### config.mk
export PLATFORM = sky130hd
export DESIGN_NAME = rad_async_fifo_wr_arb_flat
export DESIGN_NICKNAME = d
export VERILOG_FILES = /design/src/rtl/rad_async_fifo_wr_arb_pkg.sv /design/src/rtl/rad_async_fifo_wr_arb_if.sv /design/src/rtl/rad_async_fifo_wr_arb_rr_pick.sv /design/src/rtl/rad_async_fifo_wr_arb.sv /design/src/flat_wrapper.sv
export SDC_FILE = /design/constraint.sdc
export NUM_CORES = 1
export LEC_CHECK = 0
export CAP_MARGIN = 5
export CORE_MARGIN = 8
export CORE_UTILIZATION = 30
export CTS_CLUSTER_DIAMETER = 30
export DETAILED_ROUTE_END_ITERATION = 8
export GPL_TIMING_DRIVEN = 0
export SYNTH_ARGS = -nofsm -noshare
export SYNTH_HDL_FRONTEND = slang
export SYNTH_HIERARCHICAL = 1
export SYNTH_SLANG_ARGS = --single-unit
### constraint.sdc
create_clock -name clk -period 3.09 [get_ports clk]
set_input_delay 0.618 -clock clk [delete_from_list [all_inputs] [get_ports clk]]
set_output_delay 0.618 -clock clk [all_outputs]
set_load 0.02 [all_outputs]
### src/rtl/rad_async_fifo_wr_arb_pkg.sv
// Shared types and helpers for the async-FIFO write-port arbiter.
//   arb_state_e : arbiter FSM encoding (IDLE / LOCK)
//   PKT_CNT_W   : width of the completed-packet counter
//   id_width()  : source-ID width for n requesters (minimum 1 bit)
package rad_async_fifo_arb_pkg;

  typedef enum logic {ARB_IDLE, ARB_LOCK} arb_state_e;

  localparam int PKT_CNT_W = 16;

  function automatic int id_width(int n);
    return (n > 1) ? $clog2(n) : 1;
  endfunction

endpackage

### src/rtl/rad_async_fifo_wr_arb_if.sv
// Bundle between the write-side producers, the arbiter and the FIFO write port.
//   req_valid/req_last/req_data : producer beats (slice i = [i*DWIDTH +: DWIDTH])
//   req_ready                   : per-producer accept
//   wfull/winc/wdata            : FIFO write port, wdata = {source id, payload}
//   busy/gnt_id/pkt_cnt         : arbiter status
// master = arbiter side, slave = producer/FIFO/observer side.
interface rad_async_fifo_wr_arb_if
  import rad_async_fifo_arb_pkg::*;
#(
  parameter int NUM_REQ = 4,
  parameter int DWIDTH  = 8
);
  localparam int IDW = id_width(NUM_REQ);

  logic [NUM_REQ-1:0]        req_valid;
  logic [NUM_REQ-1:0]        req_last;
  logic [NUM_REQ*DWIDTH-1:0] req_data;
  logic [NUM_REQ-1:0]        req_ready;
  logic                      wfull;
  logic                      winc;
  logic [IDW+DWIDTH-1:0]     wdata;
  logic                      busy;
  logic [IDW-1:0]            gnt_id;
  logic [PKT_CNT_W-1:0]      pkt_cnt;

  modport master (
    input  req_valid, req_last, req_data, wfull,
    output req_ready, winc, wdata, busy, gnt_id, pkt_cnt
  );

  modport slave (
    output req_valid, req_last, req_data, wfull,
    input  req_ready, winc, wdata, busy, gnt_id, pkt_cnt
  );

endinterface

### src/rtl/rad_async_fifo_wr_arb_rr_pick.sv
// Combinational round-robin pick: first set bit of req at or after ptr,
// wrapping past N-1 to 0.
//   req : request vector
//   ptr : highest-priority index (must be < N)
//   any : at least one request set
//   idx : chosen index (only meaningful when any=1)
module rad_rr_pick
  import rad_async_fifo_arb_pkg::*;
#(
  parameter int  N  = 4,
  localparam int IW = id_width(N)
) (
  input  logic [N-1:0]  req,
  input  logic [IW-1:0] ptr,
  output logic          any,
  output logic [IW-1:0] idx
);

  logic [2*N-1:0] dbl;
  logic [2*N-1:0] masked;
  int             sel;

  // Doubling the vector turns the wrap into a plain lowest-bit search:
  // the upper copy covers indices below ptr, the mask drops them from
  // the lower copy so they lose to anything at or after ptr.
  always_comb begin
    dbl = {req, req};
    for (int i = 0; i < 2*N; i++) begin
      masked[i] = dbl[i] && (i >= int'(ptr));
    end
    sel = 0;
    for (int i = 2*N-1; i >= 0; i--) begin
      if (masked[i]) sel = (i >= N) ? (i - N) : i;
    end
    any = |req;
    idx = IW'(sel);
  end

endmodule

### src/rtl/rad_async_fifo_wr_arb.sv
// Packet-granular round-robin arbiter for the write port of an async FIFO.
// A grant is held from the first beat to the accepted last beat, so packets
// never interleave; each beat is tagged with its source id.
//   clk : write-domain clock
//   rst : synchronous, active-high reset
//   bus : master side of rad_async_fifo_wr_arb_if (NUM_REQ/DWIDTH must match)
//
// state    | meaning
// ARB_IDLE | no grant; pick next requester from rr_ptr, no transfers
// ARB_LOCK | grant held for gnt_id until its last beat is written
module rad_async_fifo_wr_arb
  import rad_async_fifo_arb_pkg::*;
#(
  parameter int  NUM_REQ = 4,
  parameter int  DWIDTH  = 8,
  localparam int IDW     = id_width(NUM_REQ)
) (
  input  logic clk,
  input  logic rst,
  rad_async_fifo_wr_arb_if.master bus
);

  arb_state_e           state_q, state_d;
  logic [IDW-1:0]       rr_ptr_q, rr_ptr_d;
  logic [IDW-1:0]       gnt_id_q, gnt_id_d;
  logic [PKT_CNT_W-1:0] pkt_cnt_q, pkt_cnt_d;

  logic                 pick_any;
  logic [IDW-1:0]       pick_idx;
  logic [DWIDTH-1:0]    gnt_data;
  logic                 gnt_valid;
  logic                 gnt_last;
  logic [NUM_REQ-1:0]   ready_c;
  logic                 winc_c;
  logic                 busy_c;

  rad_rr_pick #(.N(NUM_REQ)) u_pick (
    .req (bus.req_valid),
    .ptr (rr_ptr_q),
    .any (pick_any),
    .idx (pick_idx)
  );

  assign gnt_data  = bus.req_data[int'(gnt_id_q)*DWIDTH +: DWIDTH];
  assign gnt_valid = bus.req_valid[gnt_id_q];
  assign gnt_last  = bus.req_last[gnt_id_q];

  always_comb begin
    state_d   = state_q;
    rr_ptr_d  = rr_ptr_q;
    gnt_id_d  = gnt_id_q;
    pkt_cnt_d = pkt_cnt_q;
    ready_c   = '0;
    winc_c    = 1'b0;
    busy_c    = 1'b0;
    case (state_q)
      ARB_IDLE: begin
        if (pick_any) begin
          gnt_id_d = pick_idx;
          state_d  = ARB_LOCK;
        end
      end
      ARB_LOCK: begin
        busy_c            = 1'b1;
        ready_c[gnt_id_q] = ~bus.wfull;
        winc_c            = gnt_valid & ~bus.wfull;
        if (winc_c && gnt_last) begin
          state_d   = ARB_IDLE;
          // explicit compare so non-power-of-2 NUM_REQ wraps correctly
          rr_ptr_d  = (gnt_id_q == IDW'(NUM_REQ-1)) ? '0 : gnt_id_q + 1'b1;
          pkt_cnt_d = pkt_cnt_q + 1'b1;
        end
      end
      default: state_d = ARB_IDLE;
    endcase
  end

  always_ff @(posedge clk) begin
    if (rst) begin
      state_q   <= ARB_IDLE;
      rr_ptr_q  <= '0;
      gnt_id_q  <= '0;
      pkt_cnt_q <= '0;
    end else begin
      state_q   <= state_d;
      rr_ptr_q  <= rr_ptr_d;
      gnt_id_q  <= gnt_id_d;
      pkt_cnt_q <= pkt_cnt_d;
    end
  end

  // Strobes are forced low during reset so nothing reaches the FIFO while
  // the registers still hold pre-reset state.
  assign bus.req_ready = rst ? '0 : ready_c;
  assign bus.winc      = rst ? 1'b0 : winc_c;
  assign bus.busy      = rst ? 1'b0 : busy_c;
  assign bus.wdata     = rst ? '0 : {gnt_id_q, gnt_data};
  assign bus.gnt_id    = gnt_id_q;
  assign bus.pkt_cnt   = pkt_cnt_q;

endmodule

### src/flat_wrapper.sv
// flat-port wrapper written by rule: the top's interface ports become plain ports
module rad_async_fifo_wr_arb_flat import rad_async_fifo_arb_pkg::*;
#(
  parameter int  NUM_REQ = 4,
  parameter int  DWIDTH  = 8,
  localparam int IDW     = id_width(NUM_REQ)
)
  (clk, rst, bus_req_valid, bus_req_last, bus_req_data, bus_wfull, bus_req_ready, bus_winc, bus_wdata, bus_busy, bus_gnt_id, bus_pkt_cnt);
  rad_async_fifo_wr_arb_if #(.NUM_REQ(NUM_REQ), .DWIDTH(DWIDTH)) bus_i ();
  input  logic clk;
  input  logic rst;
  input wire logic [$bits(bus_i.req_valid)-1:0] bus_req_valid;
  input wire logic [$bits(bus_i.req_last)-1:0] bus_req_last;
  input wire logic [$bits(bus_i.req_data)-1:0] bus_req_data;
  input wire logic [$bits(bus_i.wfull)-1:0] bus_wfull;
  output wire logic [$bits(bus_i.req_ready)-1:0] bus_req_ready;
  output wire logic [$bits(bus_i.winc)-1:0] bus_winc;
  output wire logic [$bits(bus_i.wdata)-1:0] bus_wdata;
  output wire logic [$bits(bus_i.busy)-1:0] bus_busy;
  output wire logic [$bits(bus_i.gnt_id)-1:0] bus_gnt_id;
  output wire logic [$bits(bus_i.pkt_cnt)-1:0] bus_pkt_cnt;
  assign bus_i.req_valid = bus_req_valid;
  assign bus_i.req_last = bus_req_last;
  assign bus_i.req_data = bus_req_data;
  assign bus_i.wfull = bus_wfull;
  assign bus_req_ready = bus_i.req_ready;
  assign bus_winc = bus_i.winc;
  assign bus_wdata = bus_i.wdata;
  assign bus_busy = bus_i.busy;
  assign bus_gnt_id = bus_i.gnt_id;
  assign bus_pkt_cnt = bus_i.pkt_cnt;
  rad_async_fifo_wr_arb #(.NUM_REQ(NUM_REQ), .DWIDTH(DWIDTH)) u_core (.clk(clk), .rst(rst), .bus(bus_i));
endmodule
### Word level (Yosys, flattened, before mapping)

Cells that the tools add are included.

| cells by class | value |
|---|---|
| $lt $le $gt $ge | 5 |
| shift operators | 1 |
| add/sub/neg operators | 2 |
| reduce and logical (&&, ||, !) cells | 8 |
| equal/unequal tests | 1 |
| mux-type cells | 24 |
| bitwise operators | 4 |

Operator list:

| cell | count |
|---|---|
| 32-bit by 6-bit indexed part select with 8-bit output | 1 |
| 16-bit by 1-bit adder with 16-bit output (second input constant) | 1 |
| 2-bit 2-to-1 mux | 8 |
| 10-bit 2-to-1 mux | 1 |
| 1-bit 2-to-1 mux | 9 |
| 4-bit 2-to-1 mux | 2 |
| 1-bit logical AND | 5 |
| 4-bit AND | 1 |
| 1-bit binary-select mux with 2-bit select | 2 |
| 1-bit by 2-bit greater-or-equal comparator with 1-bit output (first input constant) | 2 |
| 2-bit AND reduction | 2 |
| 4-bit OR reduction | 1 |
| 2-bit by 3-bit < comparator with 1-bit output (second input constant) | 1 |
| 2-bit by 1-bit adder with 2-bit output (second input constant) | 1 |
| 1-bit demux with 2-bit select | 1 |
| 2-bit equality test (second input constant) | 1 |
| 2-bit by 1-bit greater-or-equal comparator with 1-bit output (second input constant) | 1 |
| 2-bit greater-or-equal comparator (first input constant) | 1 |
| 1-bit NOT | 2 |
| 1-bit one-hot mux with 2 select lines | 1 |
| 1-bit AND | 1 |

| storage, ports and cells | value |
|---|---|
| register bits | 21 |
| input bits | 43 |

### Longest topological paths before layout

Gate-level depths: netlist of run 1.

| logic depth | value |
|---|---|
| depth after elaboration | 7 |
| depth in mapped cells | 7 |

### By module

Netlist of run 1, hierarchy kept.

By module, submodules not included:

| module | cells each | area an instance (um^2) | times used | seq. area each (um^2) |
|---|---|---|---|---|
| rad_async_fifo_wr_arb | 155 | 1410.1 | 1 | 420.4 |
| rad_rr_pick | 11 | 70.1 | 1 | 0.0 |

### Least setup slack after synthesis of run 1

No wires, ideal clock.

| path | value |
|---|---|
| path kind | reg-to-output |
| start | register u_core.gnt_id_q[0] (netlist: u_core/bus.gnt_id[0]) |
| end | output port bus_winc |
| setup slack | 0.900 ns |
| cell stages (with the launch flop) | 4 |
| arrival | 1.572 ns |
| path through | dfxtp_1 > buf_2 > mux4_2 > and2_1 |

| between the ends | value |
|---|---|
| longest elaborated chain between the ends | 5 |

Ends and longest elaborated chain:

| element | RTL line | source |
|---|---|---|
| start: declaration | rad_async_fifo_wr_arb.sv:25 | `logic [IDW-1:0] gnt_id_q, gnt_id_d;` |
| start signal: assignment | rad_async_fifo_wr_arb.sv:87 | `gnt_id_q <= gnt_id_d;` |
| 1-bit binary-select mux with 2-bit select | rad_async_fifo_wr_arb.sv:45 | `assign gnt_valid = bus.req_valid[gnt_id_q];` |
| 1-bit 2-to-1 mux (not written as such) | rad_async_fifo_wr_arb.sv:45 |  |
| 1-bit AND | rad_async_fifo_wr_arb.sv:66 | `winc_c = gnt_valid & ~bus.wfull;` |
| 1-bit 2-to-1 mux | rad_async_fifo_wr_arb.sv:56 | `case (state_q)` |
| 1-bit 2-to-1 mux | rad_async_fifo_wr_arb.sv:95 | `assign bus.winc = rst ? 1'b0 : winc_c;` |
| end: declaration | flat_wrapper.sv:17 | `output wire logic [$bits(bus_i.winc)-1:0] bus_winc;` |

No other way between the ends. The select of a mux whose other input is x is not followed.

### Worst setup path in the final report of run 1

| path | value |
|---|---|
| start | input port rst |
| end | output port bus_req_ready[3] |

| between the ends | value |
|---|---|
| longest elaborated chain between the ends | 1 |

Ends and longest elaborated chain:

| element | RTL line | source |
|---|---|---|
| start: declaration | flat_wrapper.sv:11 | `input logic rst;` |
| 4-bit 2-to-1 mux | rad_async_fifo_wr_arb.sv:94 | `assign bus.req_ready = rst ? '0 : ready_c;` |
| end: declaration | flat_wrapper.sv:16 | `output wire logic [$bits(bus_i.req_ready)-1:0] bus_req_ready;` |

No other way between the ends.

==> results.sh, run 1 <==
export IMPL_status="finished, final reports clean"
export IMPL_crit_slowest_cell="clkdlybuf4s50_1"
export IMPL_fp_dieArea_um2=7437
export IMPL_finClkSkew_ns=0.002895
export IMPL_setup_violations=0
export IMPL_worstMarginPinSlew_ns=0.4722
export IMPL_p_leak_nw=0.7872
export IMPL_grt_overflow_total=0
export IMPL_synth_nets=214
export IMPL_fin_crit_ns=2.930
export IMPL_drc=0
export IMPL_dpl_cell_area_um2=2325
export IMPL_numClockSinks=21
export IMPL_syn_area_um2=1480
export IMPL_instances_no_fill=313
export IMPL_ys_ff_latch=21
export IMPL_core_area_um2=4755
export IMPL_start_kind="input pin"
export IMPL_die_w_um=86.24
export IMPL_gp_congestion=0.7722
export IMPL_fmax_mhz=341.3
export IMPL_peakVddDrop_mv=0.1472
export IMPL_rows=25
export IMPL_worstPathMaxFanout=10
export IMPL_mostFrequentLayoutCells="76 x clkdlybuf4s50_1, 21 x dfxtp_1, 15 x nor2b_1, 15 x a21oi_1, 13 x nor2_1"
export IMPL_htree_levels=1
export IMPL_holdBufCountCts=0
export IMPL_cts_tree="done"
export IMPL_path_delay_family="buffers and inverters"
export IMPL_combPwrFrac_pct=28.3
export IMPL_power_frac_clock_pct=28.6
export IMPL_grt_total_usage_pct=13.15
export IMPL_endpoint_kind="output port"
export IMPL_power_share_switching_pct=26.67
export IMPL_worstSetupStartpoint="rst"
export IMPL_whs_ns=0.4863
export IMPL_clock_latency_ns=0.26
export IMPL_crit_chain="clkdlybuf4s50_1 > clkbuf_2 > nor2_2 > and2_1 > clkdlybuf4s50_1"
export IMPL_hold_viol=0
export IMPL_wl_um=4808
export IMPL_synthCells=166
export IMPL_maxCapViolCount=0
export IMPL_ys_seq_area_share_pct=28.40
export IMPL_antenna_found_initial=0
export IMPL_drtIter0Drc=84
export IMPL_finalNetCount=295
export IMPL_power_frac_seq_pct=43.1
export IMPL_worstSetupPathType="in -> out"
export IMPL_finalInstanceArea_um2=2380
export IMPL_hp_class="reg -> reg"
export IMPL_first_pass_iters=4
export IMPL_intPower_mw=0.4742
export IMPL_timing_final_crit_share_pct=94.82
export IMPL_dp_cells=309
export IMPL_p_total_mw=0.6467
export IMPL_wl_per_cell_um=15.36
export IMPL_final_common_cell="clkdlybuf4s50_1"
export IMPL_num_antenna_cells=0
export IMPL_drtAntennaViolNets=0
export IMPL_relSlewSlack_pct=68.52
export IMPL_numCtsBuffers=3
export IMPL_clockBufferDepth=2
export IMPL_r2r_start="u_core/bus.gnt_id[1]"
export IMPL_yosysWarnings=6
export IMPL_rsz0062_at_grt="no"
export IMPL_vias_per_cell=5.038
export IMPL_layout_drive_gt1_share_pct=10.98
export IMPL_p_per_area_nw_per_um2=271.8
export IMPL_root_buffer="clkbuf_8"
export IMPL_clk_pin_slew_ns=0.08
export IMPL_area_growth_pct=60.78
export IMPL_fp_dieH_um=86.24
export IMPL_fin_ws_ns=0.1602
export IMPL_vias=1577
export IMPL_dp_hpwl_um=3882
export IMPL_critPathMaxStageDelay_ns=0.63
export IMPL_crit_buf_inv=3
export IMPL_grt_pass1_wl_um=7907
export IMPL_hp_start="u_core/bus.pkt_cnt[15]"
export IMPL_finalSetupTns_ns=0
export IMPL_drv_slew=0
export IMPL_worstPathArrival_ns=2.31
export IMPL_portBuffers=76
export IMPL_initial_utilization_pct=31.13
export IMPL_place_ws_ns=-0.2371
export IMPL_grt_start_max_net_pins=12
export IMPL_path_common_cell="clkdlybuf4s50_1"
export IMPL_crit_required_ns=2.47
export IMPL_first_global_vias=1561
export IMPL_pin_count=77
export IMPL_synth_cell_type_count=31
export IMPL_p_switching_mw=0.1725
export IMPL_finalCoreUtilization_pct=50.05
export IMPL_syn_avg_cell_area_um2=8.917
-- cell families after synthesis --
family          synth area share [%]
fa+ha+maj                      4.227
simple gates                   30.86
buf+inv                        3.973
compound gates                 12.26
flops                          28.40
mux                            20.29
-- repair_timing --
item / 4_1_cts / 5_1_grt
resized for setup: 3 / 4
endpoints found under the setup margin: 5 / 8
setup buffers: 0 / 0
-- synth_stat cells --
cell type / n / share of area, %
a2111oi_1: 1 / 0.68
a21oi_1: 15 / 5.1
a221oi_1: 1 / 0.59
and2_1: 5 / 2.1
and2b_1: 1 / 0.51
and4_1: 3 / 1.8
buf_1: 3 / 0.76
buf_2: 2 / 0.68
buf_4: 1 / 0.51
clkbuf_1: 5 / 1.3
dfxtp_1: 21 / 28
ha_1: 5 / 4.2
inv_1: 2 / 0.51
inv_2: 1 / 0.25
mux2_2: 4 / 3.0
mux2i_1: 3 / 2.0
mux4_2: 10 / 15
nand2_1: 10 / 2.5
nand2b_1: 6 / 2.5
nand3_1: 5 / 1.7
nand4_1: 3 / 1.3
nor2_1: 14 / 3.6
nor2_2: 1 / 0.42
nor2b_1: 15 / 6.3
nor3_1: 2 / 0.68
nor3b_1: 2 / 1.0
nor4_1: 1 / 0.42
o21ai_0: 1 / 0.34
o31ai_1: 11 / 5.6
or3_1: 1 / 0.42
or4_1: 11 / 5.6
-- layout make-up --
type | instances | area (µm²)
Buffer | 11 | 55.05
Multi-Input combinational cell | 131 | 1003
Sequential cell | 21 | 420.4
Inverter | 3 | 11.26
Clock buffer | 4 | 45.04
Tap cell | 67 | 83.83
Fill cell | 473 | 2375
Timing Repair Buffer | 76 | 760.7
-- worst paths after layout --
check,to,slack (ns),depth (start not counted)
hold / removal,u_core/bus.pkt_cnt[15],0.49,2
setup / recovery,bus_req_ready[3],0.16,5
hold reg to reg,u_core/bus.pkt_cnt[15],0.49,2
setup reg to reg,u_core/bus.pkt_cnt[13],0.86,6
-- state kept, by name (all words and copies together) (netlist names) --
signal,flops
u_core/bus.pkt_cnt,16
u_core/rr_ptr_q,2
u_core/bus.gnt_id,2
u_core/state_q,1
-- metal layers --
layer / routed length [µm] / up-vias / GRT usage (%)
met5: 0 / - / 0
met4: 34 / 0 / 2.034
met2: 2430 / 47 / 22.67
li1: - / 781 / -
met1: 2042 / 744 / 15.85
met3: 300 / 5 / 4.064
-- worst min-delay path, cell delays in order, from the launching register on --
cell and delay (ns):
dfxtp_1 0.32, o31ai_1 0.06, a21oi_1 0.06
-- power groups by stage --
stage               clock network (mW)  registers, mW  logic [mW]
detailed placement                   0          0.285       0.183
global route                     0.206          0.280       0.197
floorplan                            0          0.286      0.0833
finish                           0.185          0.279       0.183
global placement                     0          0.285       0.183
CTS                              0.192          0.279       0.185
Note: power is estimated with default switching activity, not from simulation.
==> run 2: changes to the inputs <==
Settings changed: CAP_MARGIN 5 to 20, PLACE_DENSITY from default to 0.61.
==> results.sh, run 2 (synthesized netlist as in run 1, its figures left out) <==
export IMPL_multi_input_area_um2=1003
export IMPL_clk_pin_slew_ns=0.07
export IMPL_crit_required_ns=2.47
export IMPL_portBuffers=76
export IMPL_die_w_um=86.24
export IMPL_worstMarginPinSlew_ns=0.4571
export IMPL_drv_slew=0
export IMPL_grt_overflow_total=0
export IMPL_wl_per_cell_um=15.58
export IMPL_reg2reg_slack_ns=0.89
export IMPL_finalInstanceArea_um2=2377
export IMPL_hold_viol=0
export IMPL_worstReg2RegEnd="u_core/bus.pkt_cnt[13]"
export IMPL_htree_levels=1
export IMPL_fp_dieArea_um2=7437
export IMPL_finalCoreUtilization_pct=50.00
export IMPL_cts_tree="done"
export IMPL_holdBufCountCts=0
export IMPL_largest_reg_flops=16
export IMPL_timing_final_crit_share_pct=95.34
export IMPL_clock_latency_ns=0.26
export IMPL_initial_utilization_pct=31.13
export IMPL_first_global_vias=1480
export IMPL_start_kind="input pin"
export IMPL_finalNetCount=295
export IMPL_worstSetupStartpoint="bus_req_valid[3]"
export IMPL_drc=0
export IMPL_worstPathArrival_ns=2.33
export IMPL_status="finished, final reports clean"
export IMPL_grt_pass1_wl_um=7576
export IMPL_drtAntennaViolNets=0
export IMPL_numClockSinks=21
export IMPL_worstSetupPathType="in -> out"
export IMPL_p_leak_nw=0.7876
export IMPL_gp_congestion=0.7336
export IMPL_hp_start="u_core/bus.pkt_cnt[15]"
export IMPL_whs_path_depth=2
export IMPL_r2r_start="u_core/bus.gnt_id[1]"
export IMPL_mostFrequentLayoutCells="76 x clkdlybuf4s50_1, 21 x dfxtp_1, 15 x nor2b_1, 15 x a21oi_1, 13 x nor2_1"
export IMPL_grt_total_usage_pct=12.72
export IMPL_rows=25
export IMPL_layout_drive_gt1_share_pct=10.98
export IMPL_drtIter0Drc=106
export IMPL_numCtsBuffers=3
export IMPL_maxCapViolCount=0
export IMPL_num_antenna_cells=0
export IMPL_dp_hpwl_um=3937
export IMPL_fmax_mhz=339.5
export IMPL_vias_per_cell=4.994
export IMPL_rsz0062_at_grt="no"
export IMPL_hp_class="reg -> reg"
export IMPL_setup_violations=0
export IMPL_regArea_um2=420.4
export IMPL_clockBufferDepth=2
export IMPL_r2r_cells=6
export IMPL_first_pass_iters=4
export IMPL_vias=1563
export IMPL_p_per_area_nw_per_um2=271.2
export IMPL_worstPathMaxFanout=6
export IMPL_area_growth_pct=60.61
export IMPL_fin_crit_ns=2.946
export IMPL_endpoint_kind="output port"
export IMPL_n_fill_cell=473
export IMPL_relSlewSlack_pct=69.52
export IMPL_min_to="u_core/bus.pkt_cnt[15]"
export IMPL_wl_um=4877
export IMPL_final_common_cell="clkdlybuf4s50_1"
export IMPL_grt_start_max_net_pins=12
export IMPL_pin_count=77
export IMPL_dpl_cell_area_um2=2325
export IMPL_peakVddDrop_mv=0.1241
export IMPL_antenna_found_initial=0
export IMPL_finClkSkew_ns=0.005925
export IMPL_core_area_um2=4755
export IMPL_root_buffer="clkbuf_8"
export IMPL_fp_dieH_um=86.24
run 2: changes by cell type in the layout (fill, tap and decap cells not counted), sizes merged:
| cell | before | now |
|---|---|---|
| clkbuf | 10 | 9 |
| buf | 5 | 6 |
run 2: cell type report:
| cell class | count | area share [%] |
|---|---|---|
| Timing Repair Buffer | 76 | 32.00 |
| Buffer | 11 | 2.211 |
| Tap cell | 67 | 3.526 |
| Inverter | 3 | 0.4737 |
| Multi-Input combinational cell | 131 | 42.21 |
| Clock buffer | 4 | 1.895 |
| Sequential cell | 21 | 17.68 |
run 2: where the power goes:
group          total, mW  switching [mW]  leakage (nW)  internal (mW)
combinational      0.183          0.0754         0.595          0.108
clock              0.183          0.0914        0.0228         0.0919
sequential         0.278         0.00415         0.170          0.274
total              0.645           0.171         0.788          0.474
run 2: metrics by stage:
stage	total power [mW]	worst slack (ns)	cells	setup TNS (ns)	hold WS [ns]
2_1_floorplan	0.3697	0.9003	166	0	0.4974
3_3_place_gp	0.4665	-0.2129	309	-0.7750	0.4714
3_5_place_dp	0.4685	-0.1990	309	-0.7808	0.4758
4_1_cts	0.6523	0.06859	313	0	0.4884
5_1_grt	0.6858	0.04397	313	0	0.5106
6_report	0.6448	0.1441	313	0	0.4832
run 2: worst max-delay path: stages:
cell	delay (ns)
clkdlybuf4s50_1	0.50
mux4_2	0.50
and2_1	0.16
clkdlybuf4s50_1	0.54
run 2: worst max-delay path by stage:
stage / to / slack, ns / cells after the start
2_1_floorplan: bus_winc / 0.90 / 3
3_3_place_gp: bus_wdata[9] / -0.21 / 5
3_5_place_dp: bus_wdata[9] / -0.20 / 5
4_1_cts: bus_req_ready[0] / 0.07 / 5
5_1_grt: bus_wdata[9] / 0.04 / 5
6_report: bus_winc / 0.14 / 4
run 2: routing by layer:
metal / share of wire [%] / track usage, %
met5: 0 / 0
met4: 0.18 / 1.565
met3: 5.2 / 3.308
met2: 51 / 22.74
met1: 43 / 15.21
run 2: repair_timing:
item	CTS	global route
setup endpoints to repair	5	5
setup buffers	0	0
gates resized for setup	4	1
gates cloned	0	0
